`config.mk`:
```
export PLATFORM = sky130hd
export DESIGN_NAME = bit_serial_alu_ctrl
export DESIGN_NICKNAME = d
export VERILOG_FILES = /design/src/rtl/bit_serial_alu_ctrl.sv
export SDC_FILE = /design/constraint.sdc
export NUM_CORES = 1
export LEC_CHECK = 0
export CORE_MARGIN = 2
export CORE_UTILIZATION = 30
export DETAILED_ROUTE_END_ITERATION = 8
export GPL_ROUTABILITY_DRIVEN = 0
export GPL_TIMING_DRIVEN = 0
export HOLD_SLACK_MARGIN = 0.15
export MAX_ROUTING_LAYER = met4
export PLACE_DENSITY = 0.5
export SETUP_SLACK_MARGIN = 0.2
export SYNTH_ARGS = -nofsm -noshare
export SYNTH_HDL_FRONTEND = slang
export SYNTH_SLANG_ARGS = --single-unit
export TNS_END_PERCENT = 30
```
`constraint.sdc`:
```
create_clock -name clk -period 1.6 [get_ports clk]
set_input_delay 0.32 -clock clk [delete_from_list [all_inputs] [get_ports clk]]
set_output_delay 0.32 -clock clk [all_outputs]
set_load 0.01 [all_outputs]
```
`src/rtl/bit_serial_alu_ctrl.sv`:
```
// Bit-serial sequencer around a 1-bit ALU slice: feeds operands LSB first, chains carry/borrow,
// and reports a WIDTH-bit result with flags. Optional serial A>B compare: BIT_SERIAL_CMP_EN.
module bit_serial_alu_ctrl #(
   parameter int WIDTH = 8
) (
   input  logic             clk,
   input  logic             reset,
   input  logic             start,
   input  logic [1:0]       op,
   input  logic             inv,
   input  logic [WIDTH-1:0] a,
   input  logic [WIDTH-1:0] b,
   output logic             busy,
   output logic             done,
   output logic [WIDTH-1:0] result,
   output logic             zero,
   output logic             carry,
   output logic             overflow,
`ifdef BIT_SERIAL_CMP_EN
   output logic             a_gt_b,
`endif
   output logic             alu_a,
   output logic             alu_b,
   output logic [4:0]       alu_control,
   input  logic             alu_out,
   input  logic             alu_cout
);

   localparam int CW = $clog2(WIDTH);

   typedef enum logic [1:0] {
      ST_IDLE,
      ST_RUN,
      ST_DONE
   } state_t;

   state_t           state, state_nx;
   logic [WIDTH-1:0] a_sh, b_sh;
   logic [WIDTH-2:0] sh;
   logic [WIDTH-1:0] sh_nx;
   logic [1:0]       op_r;
   logic             inv_r;
   logic             creg;
   logic [CW-1:0]    cnt;
   logic             last;
   logic             arith;
`ifdef BIT_SERIAL_CMP_EN
   logic             gt;
   logic             gt_nx;
`endif

   assign last  = (cnt == CW'(WIDTH - 1));
   assign arith = ~op_r[1];
   // Result bits enter from the MSB side so bit k lands at position k after WIDTH shifts.
   assign sh_nx = {alu_out, sh};
`ifdef BIT_SERIAL_CMP_EN
   assign gt_nx = (a_sh[0] & ~b_sh[0]) | (gt & ~(a_sh[0] ^ b_sh[0]));
`endif

   always_ff @(posedge clk) begin
      if (reset) begin
         state <= ST_IDLE;
      end else begin
         state <= state_nx;
      end
   end

   always_comb begin
      state_nx    = state;
      busy        = 1'b0;
      done        = 1'b0;
      alu_a       = 1'b0;
      alu_b       = 1'b0;
      alu_control = 5'd0;
      case (state)
         ST_IDLE: begin
            if (start) state_nx = ST_RUN;
         end
         ST_RUN: begin
            busy        = 1'b1;
            alu_a       = a_sh[0];
            alu_b       = b_sh[0];
            alu_control = {op_r, inv_r, creg, 1'b0};
            if (last) state_nx = ST_DONE;
         end
         ST_DONE: begin
            busy     = 1'b1;
            done     = 1'b1;
            state_nx = ST_IDLE;
         end
         default: state_nx = ST_IDLE;
      endcase
   end

   always_ff @(posedge clk) begin
      if (reset) begin
         a_sh     <= '0;
         b_sh     <= '0;
         sh       <= '0;
         op_r     <= 2'd0;
         inv_r    <= 1'b0;
         creg     <= 1'b0;
         cnt      <= '0;
         result   <= '0;
         zero     <= 1'b0;
         carry    <= 1'b0;
         overflow <= 1'b0;
`ifdef BIT_SERIAL_CMP_EN
         gt       <= 1'b0;
         a_gt_b   <= 1'b0;
`endif
      end else begin
         case (state)
            ST_IDLE: begin
               if (start) begin
                  a_sh  <= a;
                  b_sh  <= b;
                  op_r  <= op;
                  inv_r <= inv;
                  creg  <= 1'b0;
                  cnt   <= '0;
                  sh    <= '0;
`ifdef BIT_SERIAL_CMP_EN
                  gt    <= 1'b0;
`endif
               end
            end
            ST_RUN: begin
               a_sh <= a_sh >> 1;
               b_sh <= b_sh >> 1;
               sh   <= sh_nx[WIDTH-1:1];
               creg <= arith & alu_cout;
               cnt  <= cnt + CW'(1);
`ifdef BIT_SERIAL_CMP_EN
               gt   <= gt_nx;
`endif
               // creg still holds the carry into the MSB here, which is what signed overflow needs.
               if (last) begin
                  result   <= sh_nx;
                  zero     <= ~|sh_nx;
                  carry    <= arith & alu_cout;
                  overflow <= arith & (creg ^ alu_cout);
`ifdef BIT_SERIAL_CMP_EN
                  a_gt_b   <= gt_nx;
`endif
               end
            end
            default: ;
         endcase
      end
   end

endmodule

```
**Word-level counts from Yosys, hierarchy flattened**

Index checks and enable logic that the tools add are counted.

- Add/sub/neg operators: 1
- Multiply operators: 0
- Divide/modulo/power cells: 0
- Magnitude comparators: 0
- Equality and inequality tests: 5
- Shifts and indexed selects: 0
- Mux-type cells: 18
- Bitwise operators: 4
- Reduce and logical (&&, ||, !) cells: 9

Operators with widths:

| operator | count |
|---|---|
| case mux 8 bit (2 select lines) | 2 |
| two-way mux 8 bit | 2 |
| case mux 7 bit (2 select lines) | 1 |
| AND reduction 2 bit | 4 |
| OR reduction 8 bit | 1 |
| two-way mux 7 bit | 1 |
| case mux 3 bit (2 select lines) | 1 |
| two-way mux 1 bit | 5 |
| two-way mux 5 bit | 1 |
| two-way mux 2 bit | 2 |
| inequality test 2 bit, second input constant | 2 |
| case mux 2 bit (2 select lines) | 1 |
| adder 3 x 1 -> 3 bit, second input constant | 1 |
| == test 3 bit, second input constant | 1 |
| two-way mux 3 bit | 1 |
| AND 1 bit | 2 |
| == test 2 x 1 -> 1 bit, second input constant | 1 |
| == test 2 bit, second input constant | 1 |
| logical NOT 2 bit | 1 |
| case mux 1 bit (2 select lines) | 1 |
| nonzero test 2 bit | 1 |
| OR reduction 2 bit | 1 |
| logical NOT 1 bit | 1 |
| inverter 1 bit | 1 |
| XOR 1 bit | 1 |

- Flip-flop bits (word level): 43
- Latch bits: 0
- RAM bits: 0
- Memory bits (read-only): 0
- Bits of input ports: 24
- Output and inout bits: 20
- Word-level logic and storage cells: 49
- Memories: 0

**Depth between registers and ports, before layout**

Gate-level depths: netlist (run 1).

- Word-level depth: 3
- Gate-level depth with buffers: 7
- Depth with buffers taken out: 5

**Least setup slack after synthesis (run 1)**

No wires, ideal clock.

- Path type: flip-flop to flip-flop
- Start: register state[0]
- End: register a_sh[1]
- Setup time: 126 ps
- Arrival: 1,357 ps
- Required time: 1,474 ps
- Slack: 117 ps
- Stages on the path, launching flop included: 8
- Path buffers: 2
- Period minus slack after synthesis: 1,483 ps
- Path through: dfxtp_1 -> inv_1 -> ha_1 -> buf_6 -> mux2_4 -> buf_6 -> nor2_1 -> a211oi_2

- Word-level cells in the longest chain between the ends: 3
- Elaborated cells on any way between the ends: 6
- Those cells by class: eq/ne (2); mux (1); reduce/logical (3)

Ends and longest elaborated chain:

| what | RTL line | source |
|---|---|---|
| start: declaration | 37 | `state_t state, state_nx;` |
| start signal: assignment | 64 | `state <= state_nx;` |
| == test 2 x 1 -> 1 bit or logical NOT 2 bit (tied branches) | 113 | `case (state)` |
| nonzero test 2 bit (no line) or inequality test 2 bit (tied branches) | - |  |
| AND reduction 2 bit (no line) | - |  |
| end signal: assignment | 129 | `a_sh <= a_sh >> 1;` |
| end: declaration | 38 | `logic [WIDTH-1:0] a_sh, b_sh;` |

Several ways; a longest one is shown, not always the timed one.
A chain may end at the register's enable or synchronous reset.

**Worst setup path in the final report (run 1)**

- Start: register state[1]
- End: output alu_a

- Word-level cells in the longest chain between the ends: 2

Ends and longest elaborated chain:

| what | RTL line | source |
|---|---|---|
| == test 2 x 1 -> 1 bit | 75 | `case (state)` |
| two-way mux 1 bit | 75 |  |
| end: declaration | 22 | `output logic alu_a,` |

Every way passes these cells.

==> results.sh, run 1 <==
export IMPL_outcome="complete, but fails checks"
export IMPL_ys_async_sr_fraction_pct=0
export IMPL_synth_edf_count=0
export IMPL_setup_ws_ps=-84.3
export IMPL_clock_latency_ps=300
export IMPL_numCtsBuffers=5
export IMPL_ys_seq_elements=43
export IMPL_viasPerCell=4.87
export IMPL_die_h_um=84.6
export IMPL_clock_skew_ps=11.7
export IMPL_placed_cells=324
export IMPL_ff2ff_setup_slack_ps=0
export IMPL_grt_pass1_vias=1643
export IMPL_crit_arrival_ps=1360
export IMPL_worstPathMaxFanout=8
export IMPL_start_kind="flip-flop"
export IMPL_yosysMostFrequentCell="dfxtp_1"
export IMPL_setup_viol=6
export IMPL_final_nets=295
export IMPL_firstDrtPassIters=4
export IMPL_track_usage_pct=14.4
export IMPL_antennaDiodeCount=0
export IMPL_final_hold_violation_count=0
export IMPL_cp_end_kind="output pin"
export IMPL_hold_end="inv_r"
export IMPL_grt_start_max_net_pins=16
export IMPL_synth_top_area_cell="dfxtp_1"
export IMPL_post_drt_wl_per_cell_um=14.3
export IMPL_synth_top_area_share_pct=44.2
export IMPL_synthesis_nets=236
export IMPL_fin_crit_sh_pct=105
export IMPL_final_layout_size_suffix_gt1_share_pct=33.7
export IMPL_area_growth_pct=48.4
export IMPL_hpwl_um=3240
export IMPL_cts_tree="done"
export IMPL_p_per_area_nw_per_um2=864
export IMPL_criticalPathCategory="reg2out"
export IMPL_drv_slew=0
export IMPL_yosysWarnings=0
export IMPL_htreeDepth=2
export IMPL_dieArea_um2=7150
export IMPL_cp_required_ps=1280
export IMPL_start_util_pct=30.9
export IMPL_finalPower_uw=2500
export IMPL_timing_rr_start="state[1]"
export IMPL_r2r_end="a_sh[6]"
export IMPL_fin_crit_ps=1680
export IMPL_drt_total_wl_um=4900
export IMPL_cts_root_buf="clkbuf_8"
export IMPL_portBuffers=40
export IMPL_vias=1675
export IMPL_leakage_uw=0.00112
export IMPL_yosysSeqAreaShare_pct=44.2
export IMPL_core_area_um2=6310
export IMPL_grt_overflow_total=0
export IMPL_drt_iter0_drc=70
export IMPL_hold_class="in2reg"
export IMPL_clock_sinks=43
export IMPL_rsz0062_at_grt="true"
export IMPL_clk_path_buf_depth=2
export IMPL_violations="negative setup slack"
export IMPL_hold_start="start"
export IMPL_drc=0
export IMPL_ys_flop_type="dfxtp_1"
export IMPL_fmax_mhz=594
export IMPL_num_rows=29
export IMPL_clk_pin_slew_worst_paths_ps=100
export IMPL_synthCells=207
export IMPL_ios=44
export IMPL_die_width_um=84.6
export IMPL_fin_cells=344
export IMPL_reg2reg_depth=8
export IMPL_avgSynthCellArea_um2=9.41
export IMPL_antenna_found_initial=0
export IMPL_syn_area_um2=1950
export IMPL_synth_cell_types=28
export IMPL_ir_worst_vdd_v=0.000314
export IMPL_synthTopCellsByArea="dfxtp_1 44%, a211oi_2 9.0%, mux2i_1 7.7%"
export IMPL_synthTopCellsByCount="43 x dfxtp_1, 26 x nand2_1, 24 x nor2_1, 19 x a21oi_1, 15 x mux2i_1"
export IMPL_num_fill_cells=645
export IMPL_drv_cap=0
export IMPL_ant_nets=0
export IMPL_totalNegativeSetupSlack_ps=-487
export IMPL_grt_pass1_wl_um=8000
export IMPL_hold_path_cell_count=3
export IMPL_hold_ws_ps=368
worst max-delay path by stage:
stage,slack (ps),from,cells after the start,to
2_1_floorplan,190,state[1],7,a_sh[2]
4_1_cts,-100,state[1],6,alu_a
3_5_place_dp,-490,state[1],6,alu_a
5_1_grt,-130,state[1],6,alu_a
3_3_place_gp,-490,state[1],6,alu_a
6_report,-80,state[1],6,alu_a
layer usage:
metal  GRT usage (%)  routed length [um]  vias to the layer above
met5               -                   0                        -
met4            3.90                  50                        0
met3            3.24                 183                        4
met2            22.2                2190                       31
met1            19.1                2480                      794
li1                -                   -                      846
state kept, by name, indices dropped and copies added (netlist names):
signal    flops
b_sh          8
state         2
zero          1
creg          1
sh            7
op_r          2
result        8
a_sh          8
cnt           3
overflow      1
inv_r         1
carry         1
cells in the final DEF (no fill, tap or decap), drive strengths merged:
master,Yosys,layout
inv,3,4
o32ai,2,2
dlygate4sd2,0,11
mux2i,15,15
or3,1,1
nor3,1,1
and3,2,2
conb,1,1
clkdlybuf4s50,0,21
mux2,1,2
buf,14,33
ha,5,5
nor2b,2,2
dfxtp,43,43
nand3b,1,1
a32oi,10,10
nor4,2,2
a21oi,19,19
clkinvlp,0,2
xnor2,1,1
nand2,26,26
nor2,24,24
nand3,4,4
and2,7,7
a211oi,15,15
nand2b,4,4
clkbuf,4,9
cell type report:
type	instances	area [um2]	share of cell area (%)
inverters	3	13.8	0.476
plain buffers	18	181	6.27
clock inverters	3	23.8	0.822
clock buffers	5	68.8	2.38
repair buffers	51	527	18.2
well taps	77	96.3	3.33
multi-input cells	144	1110	38.6
flip-flops and latches	43	866	29.9
cell families after synthesis:
| family | count (synthesis) | synth area share, % |
|---|---|---|
| DFF | 43 | 44.2 |
| xor gates and xnor gates | 1 | 0.450 |
| and+or+nand+nor | 74 | 17.2 |
| AOI/OAI and AO/OA | 46 | 19.7 |
| adders and majority gates | 5 | 3.21 |
| muxes | 16 | 8.48 |
| buffers and inverters | 21 | 6.61 |
| other | 1 | 0.192 |
per-stage QoR:
step	utilization (%)	instance area [um2]	setup slack [ps]
after floorplan	-	2020	192
after global placement	39.8	2510	-486
after detailed placement	39.8	2510	-491
after CTS	45.1	2850	-97.4
after global routing	45.8	2890	-135
final	45.8	2890	-84.3
power breakdown:
group          total, uW  switching, uW  internal, uW
Clock                722            409           312
Combinational        601            276           325
Sequential          1180           47.9          1130
Total               2500            733          1770
worst max-delay path, cell delays in order (launching register included):
cell and delay, ps:
dfxtp_2 360, inv_4 40, ha_4 150, buf_8 110, clkbuf_16 150, and2_4 140
buf_6 110
what timing repair did:
action / in CTS / in global routing
resized for setup: 87 / 6
endpoints found under the setup margin: 56 / 48
pin swaps: 11 / 6
cloned: 3 / 0
hold endpoints to repair: 0 / 0
hold buffers: 0 / 0
setup buffers: 8 / 1
Power figures use the tool's default switching activity.
==> run 2: changes to the inputs <==
--- a/config.mk
+++ b/config.mk
@@ -5,7 +5,6 @@
 export SDC_FILE = /design/constraint.sdc
 export NUM_CORES = 1
 export LEC_CHECK = 0
-export CORE_MARGIN = 2
 export CORE_UTILIZATION = 30
 export DETAILED_ROUTE_END_ITERATION = 8
 export GPL_ROUTABILITY_DRIVEN = 0
==> results.sh, run 2 (same netlist as run 1, synthesis figures left out) <==
export IMPL_outcome="complete, but fails checks"
export IMPL_violations="negative setup slack"
export IMPL_reg_top3="a_sh (8), b_sh (8), result (8)"
export IMPL_final_area_um2=2910
export IMPL_ios=44
export IMPL_firstDrtPassIters=4
export IMPL_leakage_uw=0.00115
export IMPL_grt_overflow_total=0
export IMPL_start_kind="flip-flop"
export IMPL_viasPerCell=4.82
export IMPL_grt_pass1_wl_um=7980
export IMPL_p_per_area_nw_per_um2=867
export IMPL_clock_sinks=43
export IMPL_drt_iter0_drc=50
export IMPL_grt_start_max_net_pins=16
export IMPL_clock_skew_ps=10.4
export IMPL_cp_end_kind="output pin"
export IMPL_fin_cells=346
export IMPL_criticalPathCategory="reg2out"
export IMPL_final_layout_size_suffix_gt1_share_pct=33.9
export IMPL_ir_worst_vdd_v=0.000439
export IMPL_worstPathMaxFanout=7
export IMPL_hpwl_um=3210
export IMPL_fin_crit_ps=1700
export IMPL_final_cell_mix="41 x dfxtp_1, 25 x nand2_1, 21 x clkdlybuf4s50_1"
export IMPL_drv_slew=0
export IMPL_post_dp_cell_area_um2=2510
export IMPL_power_frac_comb_pct=24.8
export IMPL_finalPower_uw=2530
export IMPL_clock_latency_ps=300
export IMPL_fmax_mhz=587
export IMPL_numCtsBuffers=5
export IMPL_rsz0062_at_grt="true"
export IMPL_die_h_um=82.6
export IMPL_area_growth_pct=49.6
export IMPL_core_area_um2=6100
export IMPL_crit_arrival_ps=1380
export IMPL_layout_cells_most_common="dfxtp_1"
export IMPL_hold_class="in2reg"
export IMPL_drv_cap=0
export IMPL_track_usage_pct=16.3
export IMPL_clockPowerShare_pct=28.7
export IMPL_antennaDiodeCount=0
export IMPL_setup_viol=20
export IMPL_antenna_found_initial=0
export IMPL_ant_nets=0
export IMPL_grt_pass1_vias=1592
export IMPL_final_hold_violation_count=0
export IMPL_p_seq_share_pct=46.5
export IMPL_switchingPower_uw=739
export IMPL_num_rows=28
export IMPL_die_width_um=82.6
export IMPL_dieArea_um2=6820
export IMPL_clk_path_buf_depth=2
export IMPL_cts_root_buf="clkbuf_8"
export IMPL_drt_total_wl_um=4890
export IMPL_htreeDepth=2
export IMPL_p_int_uw=1790
export IMPL_clk_pin_slew_worst_paths_ps=90
export IMPL_switching_share_pct=29.3
export IMPL_post_route_util_pct=47.8
export IMPL_start_util_pct=32.0
export IMPL_setup_ws_ps=-103
export IMPL_post_drt_wl_per_cell_um=14.1
export IMPL_fin_crit_sh_pct=106
export IMPL_portBuffers=40
export IMPL_cp_required_ps=1280
export IMPL_placed_cells=322
export IMPL_final_nets=299
export IMPL_vias=1669
export IMPL_totalNegativeSetupSlack_ps=-1110
export IMPL_cts_tree="done"
export IMPL_drc=0
[run 2: changes by cell type in the layout (fill, tap and decap cells not counted), sizes merged]
cell and delta:
mux2 -1, buf +5
[run 2: area by class of cell]
type	count	area [um2]
Buffer	18	185
Clock buffer	5	68.8
Clock inverter	3	23.8
Fill cell	619	3180
Inverter	3	11.3
Multi-Input combinational cell	143	1090
Sequential cell	43	866
Tap cell	75	93.8
Timing Repair Buffer	56	578
[run 2: path summary, 6_finish.rpt]
path                            cells past startpoint             end     start  slack [ps]
worst max register to register                      8         b_sh[3]  state[1]         -70
worst max-delay path                                6  alu_control[1]  state[1]        -100
worst min-delay path                                3           inv_r     start         370
worst min register to register                      2        overflow  overflow         460
[run 2: metal layers]
layer	wire length [um]	share of wire, %	track usage [%]	vias to the layer above
met3	175	3.6	3.08	6
met2	2100	43	25.0	31
met5	0	0	-	-
met4	71	1.5	5.69	0
met1	2540	52	21.4	779
li1	-	-	-	853
[run 2: power groups by stage]
stage / combinational [uW] / clock, uW / sequential (uW)
after detailed placement: 467 / 0 / 1200
after global routing: 676 / 793 / 1180
after CTS: 621 / 761 / 1180
final: 626 / 726 / 1180
after floorplan: 334 / 0 / 1190
after global placement: 467 / 0 / 1190
[run 2: per-stage QoR]
stage,setup slack (ps),hold WS (ps)
5_1_grt,-133,396
3_3_place_gp,-492,440
2_1_floorplan,192,432
4_1_cts,-95.8,373
6_report,-103,375
3_5_place_dp,-469,445
[run 2: timing repair]
action,in CTS,in global routing
pin swaps,13,11
gates cloned,2,0
setup buffers,13,1
gates resized for setup,88,4
setup endpoints to repair,54,49
hold buffers,0,0
[run 2: worst max-delay path, cell delays in order (launching register included)]
cell and delay (ps):
dfxtp_2 360, inv_2 60, ha_4 150, buf_6 110, clkbuf_16 150, and2_4 140
buf_6 110
